==> src/rtl/pwm_pkg.sv <==
// Shared widths, FSM state type and duty saturation helper for the PWM capture block.
package pwm_pkg;

  localparam int CNT_W_DEFAULT = 16;
  localparam int DUTY_W        = 8;
  localparam int QUO_W         = 9;

  typedef enum logic {
    UNARMED = 1'b0,
    ARMED   = 1'b1
  } meas_state_t;

  // A full-scale quotient of 256 means the input never went low, so it pins to 0xFF.
  function automatic logic [DUTY_W-1:0] sat_duty(input logic [QUO_W-1:0] q);
    return q[QUO_W-1] ? {DUTY_W{1'b1}} : q[DUTY_W-1:0];
  endfunction

endpackage

==> src/rtl/pwm_capture_if.sv <==
// Measurement bus of the PWM capture block: pin and clear inputs, result outputs.
interface pwm_capture_if
  import pwm_pkg::*;
#(
  parameter int CNT_W = CNT_W_DEFAULT
);

  logic              pwm_in;
  logic              ovr_clr;
  logic              valid;
  logic [CNT_W-1:0]  period_out;
  logic [CNT_W-1:0]  high_out;
  logic [DUTY_W-1:0] duty_out;
  logic              static_out;
  logic              overrun;

  modport slave (
    input  pwm_in, ovr_clr,
    output valid, period_out, high_out, duty_out, static_out, overrun
  );

  modport master (
    output pwm_in, ovr_clr,
    input  valid, period_out, high_out, duty_out, static_out, overrun
  );

endinterface

==> src/rtl/pwm_divider.sv <==
// Serial restoring divider: QUO_W-bit floor(dividend*2^(QUO_W-1)/divisor), 1 load + QUO_W iterations.
module pwm_divider
  import pwm_pkg::*;
#(
  parameter int CNT_W = CNT_W_DEFAULT
) (
  input  logic             clk,
  input  logic             rst,
  input  logic             start,
  input  logic [CNT_W-1:0] dividend,
  input  logic [CNT_W-1:0] divisor,
  output logic             busy,
  output logic             done,
  output logic [QUO_W-1:0] quotient
);

  logic [CNT_W:0]   rem;
  logic [CNT_W-1:0] div_r;
  logic [QUO_W-2:0] quo;
  logic [3:0]       iter;
  logic             busy_q;
  logic             ge;
  logic [CNT_W-1:0] diff;
  logic             last;

  // The remainder never exceeds the divisor after a subtract, so CNT_W bits hold the difference.
  always_comb begin
    ge   = (rem >= {1'b0, div_r});
    diff = ge ? (rem[CNT_W-1:0] - div_r) : rem[CNT_W-1:0];
    last = busy_q && (iter == 4'(QUO_W - 1));
  end

  always_ff @(posedge clk or posedge rst) begin
    if (rst) begin
      rem    <= '0;
      div_r  <= '0;
      quo    <= '0;
      iter   <= '0;
      busy_q <= 1'b0;
    end else if (start && !busy_q) begin
      rem    <= {1'b0, dividend};
      div_r  <= divisor;
      quo    <= '0;
      iter   <= '0;
      busy_q <= 1'b1;
    end else if (busy_q) begin
      rem  <= {diff, 1'b0};
      quo  <= {quo[QUO_W-3:0], ge};
      iter <= iter + 4'd1;
      if (last) begin
        busy_q <= 1'b0;
      end
    end
  end

  assign busy     = busy_q;
  assign done     = last;
  assign quotient = {quo, ge};

endmodule

==> src/rtl/pwm_capture.sv <==
// PWM period / high-time / duty capture with timeout and overrun reporting.
//   state   | meaning
//   UNARMED | waiting for a first rising edge; counts saturate, no results
//   ARMED   | counting since last rising edge; next edge captures, saturation times out
module pwm_capture
  import pwm_pkg::*;
#(
  parameter int CNT_W       = CNT_W_DEFAULT,
  parameter int SYNC_STAGES = 2
) (
  input  logic         clk,
  input  logic         rst,
  pwm_capture_if.slave bus
);

  localparam logic [CNT_W-1:0] CNT_MAX = {CNT_W{1'b1}};
  localparam logic [CNT_W-1:0] CNT_ONE = CNT_W'(1);

  logic [SYNC_STAGES-1:0] sync_q;
  logic                   lvl_q;
  logic                   rise_det;

  meas_state_t      state, state_d;
  logic [CNT_W-1:0] per_cnt, hi_cnt;
  logic [CNT_W-1:0] cap_period, cap_high;
  logic             cnt_max;
  logic             cnt_load, div_start, ovr_evt, to_evt;

  logic             div_busy, div_done;
  logic [QUO_W-1:0] div_quo;

  logic              to_pend, to_lvl;
  logic              valid_q, static_q, overrun_q;
  logic [CNT_W-1:0]  period_q, high_q;
  logic [DUTY_W-1:0] duty_q;

  // lvl_q is the synchronized level aligned with rise_det, so high counting starts on the edge cycle.
  always_ff @(posedge clk or posedge rst) begin
    if (rst) begin
      sync_q   <= '0;
      lvl_q    <= 1'b0;
      rise_det <= 1'b0;
    end else begin
      sync_q   <= (sync_q << 1) | SYNC_STAGES'(bus.pwm_in);
      lvl_q    <= sync_q[SYNC_STAGES-1];
      rise_det <= sync_q[SYNC_STAGES-1] & ~lvl_q;
    end
  end

  assign cnt_max = (per_cnt == CNT_MAX);

  always_ff @(posedge clk or posedge rst) begin
    if (rst) state <= UNARMED;
    else     state <= state_d;
  end

  always_comb begin
    state_d = state;
    case (state)
      UNARMED: if (rise_det) state_d = ARMED;
      ARMED:   if (!rise_det && cnt_max) state_d = UNARMED;
      default: state_d = UNARMED;
    endcase
  end

  always_comb begin
    cnt_load  = 1'b0;
    div_start = 1'b0;
    ovr_evt   = 1'b0;
    to_evt    = 1'b0;
    case (state)
      UNARMED: cnt_load = rise_det;
      ARMED: begin
        cnt_load  = rise_det;
        div_start = rise_det && !div_busy;
        ovr_evt   = rise_det && div_busy;
        to_evt    = !rise_det && cnt_max;
      end
      default: ;
    endcase
  end

  always_ff @(posedge clk or posedge rst) begin
    if (rst) begin
      per_cnt <= '0;
      hi_cnt  <= '0;
    end else if (cnt_load) begin
      per_cnt <= CNT_ONE;
      hi_cnt  <= CNT_ONE;
    end else begin
      if (!cnt_max) per_cnt <= per_cnt + CNT_ONE;
      if (lvl_q && (hi_cnt != CNT_MAX)) hi_cnt <= hi_cnt + CNT_ONE;
    end
  end

  always_ff @(posedge clk or posedge rst) begin
    if (rst) begin
      cap_period <= '0;
      cap_high   <= '0;
    end else if (div_start) begin
      cap_period <= per_cnt;
      cap_high   <= hi_cnt;
    end
  end

  pwm_divider #(.CNT_W(CNT_W)) u_div (
    .clk      (clk),
    .rst      (rst),
    .start    (div_start),
    .dividend (hi_cnt),
    .divisor  (per_cnt),
    .busy     (div_busy),
    .done     (div_done),
    .quotient (div_quo)
  );

  // A timeout result waits one cycle if a division completes at the same time.
  always_ff @(posedge clk or posedge rst) begin
    if (rst) begin
      to_pend <= 1'b0;
      to_lvl  <= 1'b0;
    end else if (to_evt) begin
      to_pend <= 1'b1;
      to_lvl  <= lvl_q;
    end else if (to_pend && !div_done) begin
      to_pend <= 1'b0;
    end
  end

  always_ff @(posedge clk or posedge rst) begin
    if (rst) begin
      valid_q  <= 1'b0;
      period_q <= '0;
      high_q   <= '0;
      duty_q   <= '0;
      static_q <= 1'b0;
    end else begin
      valid_q <= 1'b0;
      if (div_done) begin
        valid_q  <= 1'b1;
        period_q <= cap_period;
        high_q   <= cap_high;
        duty_q   <= sat_duty(div_quo);
        static_q <= 1'b0;
      end else if (to_pend) begin
        valid_q  <= 1'b1;
        period_q <= CNT_MAX;
        high_q   <= to_lvl ? CNT_MAX : '0;
        duty_q   <= to_lvl ? {DUTY_W{1'b1}} : '0;
        static_q <= 1'b1;
      end
    end
  end

  always_ff @(posedge clk or posedge rst) begin
    if (rst)          overrun_q <= 1'b0;
    else if (ovr_evt) overrun_q <= 1'b1;
    else if (bus.ovr_clr) overrun_q <= 1'b0;
  end

  assign bus.valid      = valid_q;
  assign bus.period_out = period_q;
  assign bus.high_out   = high_q;
  assign bus.duty_out   = duty_q;
  assign bus.static_out = static_q;
  assign bus.overrun    = overrun_q;

endmodule

==> src/flat_wrapper.sv <==
// flat-port wrapper written by rule: the top's interface ports become plain ports
module pwm_capture_flat import pwm_pkg::*;
#(
  parameter int CNT_W       = CNT_W_DEFAULT,
  parameter int SYNC_STAGES = 2
)
  (clk, rst, bus_pwm_in, bus_ovr_clr, bus_valid, bus_period_out, bus_high_out, bus_duty_out, bus_static_out, bus_overrun);
  pwm_capture_if #(.CNT_W(CNT_W)) bus_i ();
  input  logic clk;
  input  logic rst;
  input wire logic [$bits(bus_i.pwm_in)-1:0] bus_pwm_in;
  input wire logic [$bits(bus_i.ovr_clr)-1:0] bus_ovr_clr;
  output wire logic [$bits(bus_i.valid)-1:0] bus_valid;
  output wire logic [$bits(bus_i.period_out)-1:0] bus_period_out;
  output wire logic [$bits(bus_i.high_out)-1:0] bus_high_out;
  output wire logic [$bits(bus_i.duty_out)-1:0] bus_duty_out;
  output wire logic [$bits(bus_i.static_out)-1:0] bus_static_out;
  output wire logic [$bits(bus_i.overrun)-1:0] bus_overrun;
  assign bus_i.pwm_in = bus_pwm_in;
  assign bus_i.ovr_clr = bus_ovr_clr;
  assign bus_valid = bus_i.valid;
  assign bus_period_out = bus_i.period_out;
  assign bus_high_out = bus_i.high_out;
  assign bus_duty_out = bus_i.duty_out;
  assign bus_static_out = bus_i.static_out;
  assign bus_overrun = bus_i.overrun;
  pwm_capture #(.CNT_W(CNT_W), .SYNC_STAGES(SYNC_STAGES)) u_core (.clk(clk), .rst(rst), .bus(bus_i));
endmodule
==> config.mk <==
export PLATFORM = sky130hd
export DESIGN_NAME = pwm_capture_flat
export DESIGN_NICKNAME = d
export VERILOG_FILES = /design/src/rtl/pwm_pkg.sv /design/src/rtl/pwm_capture_if.sv /design/src/rtl/pwm_divider.sv /design/src/rtl/pwm_capture.sv /design/src/flat_wrapper.sv
export SDC_FILE = /design/constraint.sdc
export NUM_CORES = 1
export LEC_CHECK = 0
export ABC_AREA = 1
export BUFFER_PORTS_ARGS = -buffer_cell sky130_fd_sc_hd__buf_2
export CORE_MARGIN = 8
export CORE_UTILIZATION = 40
export DETAILED_ROUTE_END_ITERATION = 10
export GPL_ROUTABILITY_DRIVEN = 1
export PLACE_DENSITY = 0.6
export SETUP_SLACK_MARGIN = 0.5
export SLEW_MARGIN = 0
export SYNTH_ARGS = -nofsm -noshare
export SYNTH_HDL_FRONTEND = slang
export SYNTH_HIERARCHICAL = 1
export SYNTH_SLANG_ARGS = --single-unit
export TNS_END_PERCENT = 5
==> constraint.sdc <==
create_clock -name clk -period 4.5 [get_ports clk]
set_input_delay 0.225 -clock clk [delete_from_list [all_inputs] [get_ports clk]]
set_output_delay 0.225 -clock clk [all_outputs]
set_load 0.02 [all_outputs]
[Word level (Yosys, flattened, before mapping)]
Cells that the tools add are included.
W data, S select, Z words.
Operators by class
  reductions and logical operators: 15
  $lt $le $gt $ge: 1
  eq/ne operators: 4
  $add $sub $neg: 4
  multiplexer cells: 37
  bitwise logic cells: 4
Operators by type and width (number)
  $mux W16: 10
  $mux W8: 6
  $mux W17: 2
  $add A16 B1 Y16 const B: 2
  $ge A17 B16 Y1: 1
  $eq A16 B16 Y1 const B: 1
  $mux W1: 16
  $ne A16 B16 Y1 const B: 1
  $sub A16 B16 Y16: 1
  $reduce_bool A2 Y1: 5
  $mux W4: 2
  $logic_and A1 B1 Y1: 7
  $add A4 B1 Y4 const B: 1
  $eq A4 B4 Y1 const B: 1
  $logic_not A1 Y1: 3
  $ne A2 B1 Y1 const B: 1
  $not A1 Y1: 2
  $or A2 B1 Y2: 1
  $pmux W1 S2: 1
  $and A1 B1 Y1: 1
Storage, ports and cells
  flip-flop bits (word level): 160
  output and inout bits: 43
  logic and storage cells: 86
  input bits: 4

[Longest topological paths before layout]
  word-level depth: 6
  gate-level depth with buffers: 14
  mapped depth without buffers: 14

[By module]
Netlist, hierarchy kept.
By module, submodules not included
  pwm_capture: cells each 575, times used 1, area an instance 4947.2 um2
  pwm_divider: cells each 433, times used 1, area an instance 3133.0 um2

[Least setup slack after synthesis]
No wires, ideal clock.
  path kind: register -> register
  start: reg u_core.u_div.rem[8]
  end: reg u_core.duty_q[0], in the netlist u_core/bus.duty_out[0]
  path slack: 2517 ps
  data arrival time: 1854 ps
  required time: 4371 ps
  stages on the path, launching flop included: 12
  path through: dfrtp_1 ha_1 nand2_1 inv_1 a21oi_2 nand3_2 nand3_4 nand2_4 buf_8 buf_4 o21ai_0 nand3_1
Between the ends
  word-level cells in the longest chain between the ends: 3
Ends and longest elaborated chain
  from (decl): line pwm_divider.sv:17  | logic [CNT_W:0] rem;
  from (signal assigned): line pwm_divider.sv:41  | rem <= {1'b0, dividend};
  from (signal assigned): line pwm_divider.sv:47  | rem <= {diff, 1'b0};
  $ge A17 B16 Y1: line pwm_divider.sv:28  | ge = (rem >= {1'b0, div_r});
  net u_core.u_div.ge: line pwm_divider.sv:22  | logic ge;
  $mux W8: line pwm_pkg.sv:15  | return q[QUO_W-1] ? {DUTY_W{1'b1}} : q[DUTY_W-1:0];
  $mux W8: line pwm_capture.sv:139  | if (div_done) begin
  to (signal assigned): line pwm_capture.sv:143  | duty_q <= sat_duty(div_quo);
  to (signal assigned): line pwm_capture.sv:149  | duty_q <= to_lvl ? {DUTY_W{1'b1}} : '0;
  to (decl): line pwm_capture.sv:35  | logic [DUTY_W-1:0] duty_q;
The timed path passes the listed nets, and every way through them passes these cells.
A chain may end at the register's enable or synchronous reset.

[Final worst setup path]
  start: reg u_core.u_div.busy_q, in the netlist u_core/u_div/busy
  end: reg u_core.high_q[13], in the netlist u_core/bus.high_out[13]
Between the ends
  word-level cells in the longest chain between the ends: 2
Ends and longest elaborated chain
  from (decl): line pwm_divider.sv:21  | logic busy_q;
  from (signal assigned): line pwm_divider.sv:39  | busy_q <= 1'b0;
  from (signal assigned): line pwm_divider.sv:45  | busy_q <= 1'b1;
  from (signal assigned): line pwm_divider.sv:51  | busy_q <= 1'b0;
  $logic_and A1 B1 Y1 (*): line pwm_divider.sv:30  | last = busy_q && (iter == 4'(QUO_W - 1));
  net u_core.div_done: line pwm_capture.sv:29  | logic div_busy, div_done;
  $mux W16 / $reduce_bool A2 Y1 (equally long branches)
  to (signal assigned): line pwm_capture.sv:142  | high_q <= cap_high;
  to (signal assigned): line pwm_capture.sv:148  | high_q <= to_lvl ? CNT_MAX : '0;
  to (decl): line pwm_capture.sv:34  | logic [CNT_W-1:0] period_q, high_q;
Mark *: on every way through the listed nets, which the timed path passes. The rest lies on a longest branch.

==> flow_summary.yaml <==
status:
  outcome: "finished, final reports clean"
logic_synthesis:
  ys_seq_area_share_pct: 49.6
  synth_compound_area_share_pct: 9.99
  syn_area_sq_um: 8080
  synth-main-ff-cell: "dfrtp_1"
  yosys.area_share.xor_xnor_pct: 1.63
  synthAdderAreaFrac_pct: 3.34
  yosysWarnings: 6
  syn_nets: 1033
  synthMuxAreaShare_pct: 0
  synth_edf_count: 0
  synth_cells: 1008
  synth-seq-cells: 160
  async_flop_share_pct: 100
  synth_top_family_by_area: "simple AND/OR/NAND/NOR gates"
  synth_cell_types: 39
  yosys.area_share.simple_pct: 27.8
  avgSynthCellArea_sq_um: 8.02
power:
  ir_worst_vdd_uv: 284
  power.leakage_nw: 4.60
  powerDensity_nw_per_um2: 615
drt:
  viasPerCell: 4.95
  via_count: 6588
  wl_um: 20000
  drc_errors: 0
  post_drt_wl_per_cell_um: 15.0
  firstDrtPassIters: 7
  drt_iter0_markers: 429
  drt.antenna.violating_nets: 0
clocking:
  clock_sinks: 160
  clk-insertion-delay-late_ns: 0.42
  cts_root_buffer: "clkbuf_16"
  numCtsBuffers: 17
  cts_max_level: 4
  cts_tree: "done"
  clockBufferDepth: 2
  post_cts_buffers: 0
  clk_pin_slew_ns: 0.07
critical_path:
  arrival_ns: 2.82
  cp_max_fo: 24
  max_stage_delay_ns: 0.86
  crit_type: "register to register"
  slowest_stage: "nand3_1"
  required_ns: 4.76
  r2r_slack_ns: 1.94
  path_cells: "clkinv_1, nor3_2, clkinv_1, nand3_1, nand3_1"
  start_kind: "register"
  cp-end-kind: "register"
job:
  drv_cap: 0
timing:
  fmax_mhz: 391
  finalSetupViolations: 0
  slew_headroom_pct: 35.7
  slew_viol_final: 0
  tightest_slew_ns: 0.963
  fin_crit_sh_pct: 56.8
  final-hold-violation-count: 0
  finalCriticalPeriod_ns: 2.56
  rsz0062_at_grt: "false"
  holdWs_ns: 0.0221
  final.setup.tns_ns: 0
  clock_skew_ns: 0.00969
grt:
  first_global_vias: 6506
  grtUsageTotal_pct: 16.9
  grt_max_degree: 58
  grt_pass1_wl_um: 33200
  grt_overflow: 0
  grt_antenna_before_repair: 0
place:
  gp_congestion: 0.880
  dp_hpwl_um: 14400
  port_buffers: 46
floorplan:
  initial_core_util_pct: 40.3
  rows: 52
  fp.dieW_um: 158
  die-area_sq_um: 25000
  core_sq_um: 20000
  ios: 47
  die_h_um: 158
finish:
  drive_gt1_share_pct: 10.8
  fin_nets: 1073
  layout_commonest_cell: "nand2_1"
  area_delta_synth_final_pct: 12.7
  num_antenna_cells: 0
  final_cell_mix: "nand2_1, dfrtp_1, inv_1"
min_path:
  min_path_type: "input pin to register"
-- power breakdown --
group          internal (mW)  switching, mW  total [mW]
logic                  0.830           1.43        2.26
clock network          0.743          0.594        1.34
registers               1.77          0.233        2.01
total                   3.35           2.26        5.60
-- path summary, 6_finish.rpt --
path,startpoint,end,cells after the start
max in group asynchronous,rst,u_core/per_cnt[5],4
worst max register to register,u_core/u_div/busy,u_core/bus.high_out[13],5
worst max-delay path,u_core/u_div/busy,u_core/bus.high_out[13],5
worst min register to register,u_core/sync_q[0],u_core/sync_q[1],0
worst min-delay path,bus_ovr_clr,u_core/bus.overrun,2
min in group asynchronous,rst,u_core/bus.duty_out[1],3
-- cell families (layout without fill, tap and decap cells) --
| group | count (synthesis) | after routing |
|---|---|---|
| buffers and inverters | 152 | 205 |
| XOR/XNOR | 15 | 15 |
| flip-flops | 160 | 160 |
| AO/OA/AOI/OAI | 135 | 135 |
| adder cells (fa/ha/maj) | 21 | 21 |
| AND/OR/NAND/NOR | 525 | 525 |
-- area by class of cell --
class | count | area [sq um]
clock buffer | 19 | 453
clock inverter | 13 | 103
fill | 2077 | 10900
inverter | 118 | 445
multi-input combinational | 696 | 3460
sequential | 160 | 4000
tap | 270 | 338
timing repair buffer | 55 | 303
-- flip-flops by register name, indices dropped and copies added, names as in the netlist, 2 cells and up --
signal,count
u_core/cap_period,16
u_core/hi_cnt,16
u_core/bus.duty_out,8
u_core/cap_high,16
u_core/u_div/quo,8
u_core/per_cnt,16
u_core/bus.period_out,16
u_core/sync_q,2
u_core/bus.high_out,16
u_core/u_div/iter,4
u_core/u_div/div_r,16
u_core/u_div/rem,17
-- repair_timing --
item / in CTS / in global routing
resized for setup: 0 / 0
hold endpoints to repair: 38 / 0
hold buffers: 2 / 0
-- worst max-delay path, delay by kind of cell (launching register included) --
| kind | cells | cell delay, ns |
|---|---|---|
| DFF | 1 | 0.34 |
| and+or+nand+nor | 3 | 1.29 |
| buffers and inverters | 2 | 0.75 |
-- cells in the mapped netlist (2+ instances only) --
cell | count | area [sq um]
a21oi_1 | 10 | 50.1
a22o_1 | 5 | 43.8
a31oi_1 | 4 | 25.0
buf_1 | 3 | 11.3
buf_2 | 10 | 50.1
buf_4 | 3 | 22.5
buf_6 | 2 | 22.5
clkbuf_1 | 15 | 56.3
clkinv_1 | 3 | 11.3
dfrtp_1 | 160 | 4000
ha_1 | 20 | 250
inv_1 | 113 | 424
inv_2 | 2 | 7.51
nand2_1 | 308 | 1160
nand2_2 | 5 | 31.3
nand3_1 | 109 | 546
nand3_2 | 2 | 20.0
nand3b_1 | 6 | 45.0
nand4_1 | 10 | 62.6
nor2_1 | 68 | 255
nor2_2 | 6 | 37.5
nor3_1 | 5 | 25.0
o21ai_0 | 66 | 330
o21ai_1 | 20 | 100
o21bai_1 | 2 | 15.0
o21bai_2 | 5 | 56.3
o22a_1 | 16 | 140
o22ai_1 | 6 | 37.5
xnor2_1 | 8 | 70.1
xor2_1 | 7 | 61.3
-- routing by layer --
metal	up-vias	global-route usage [%]	wire length, um	share of wire (%)
met3	21	3.11	751	3.8
met2	118	28.6	9790	49
met4	0	5.12	254	1.3
met1	3108	21.6	9190	46
met5	-	0	0	0
li1	3341	-	-	-
-- metrics by stage --
| step | cells | worst slack (ns) | utilization, % | power (mW) | cell area [sq um] |
|---|---|---|---|---|---|
| floorplan | 1008 | 1.26 | - | 3.74 | 8080 |
| finish | 1331 | 1.94 | 45.5 | 5.60 | 9110 |
| global placement | 1297 | 1.92 | 42.6 | 4.26 | 8530 |
| global route | 1331 | 1.57 | 45.5 | 6.04 | 9110 |
| detailed placement | 1297 | 1.88 | 42.6 | 4.30 | 8530 |
| CTS | 1331 | 1.90 | 45.5 | 5.66 | 9110 |
(Power assumes the default switching activity.)
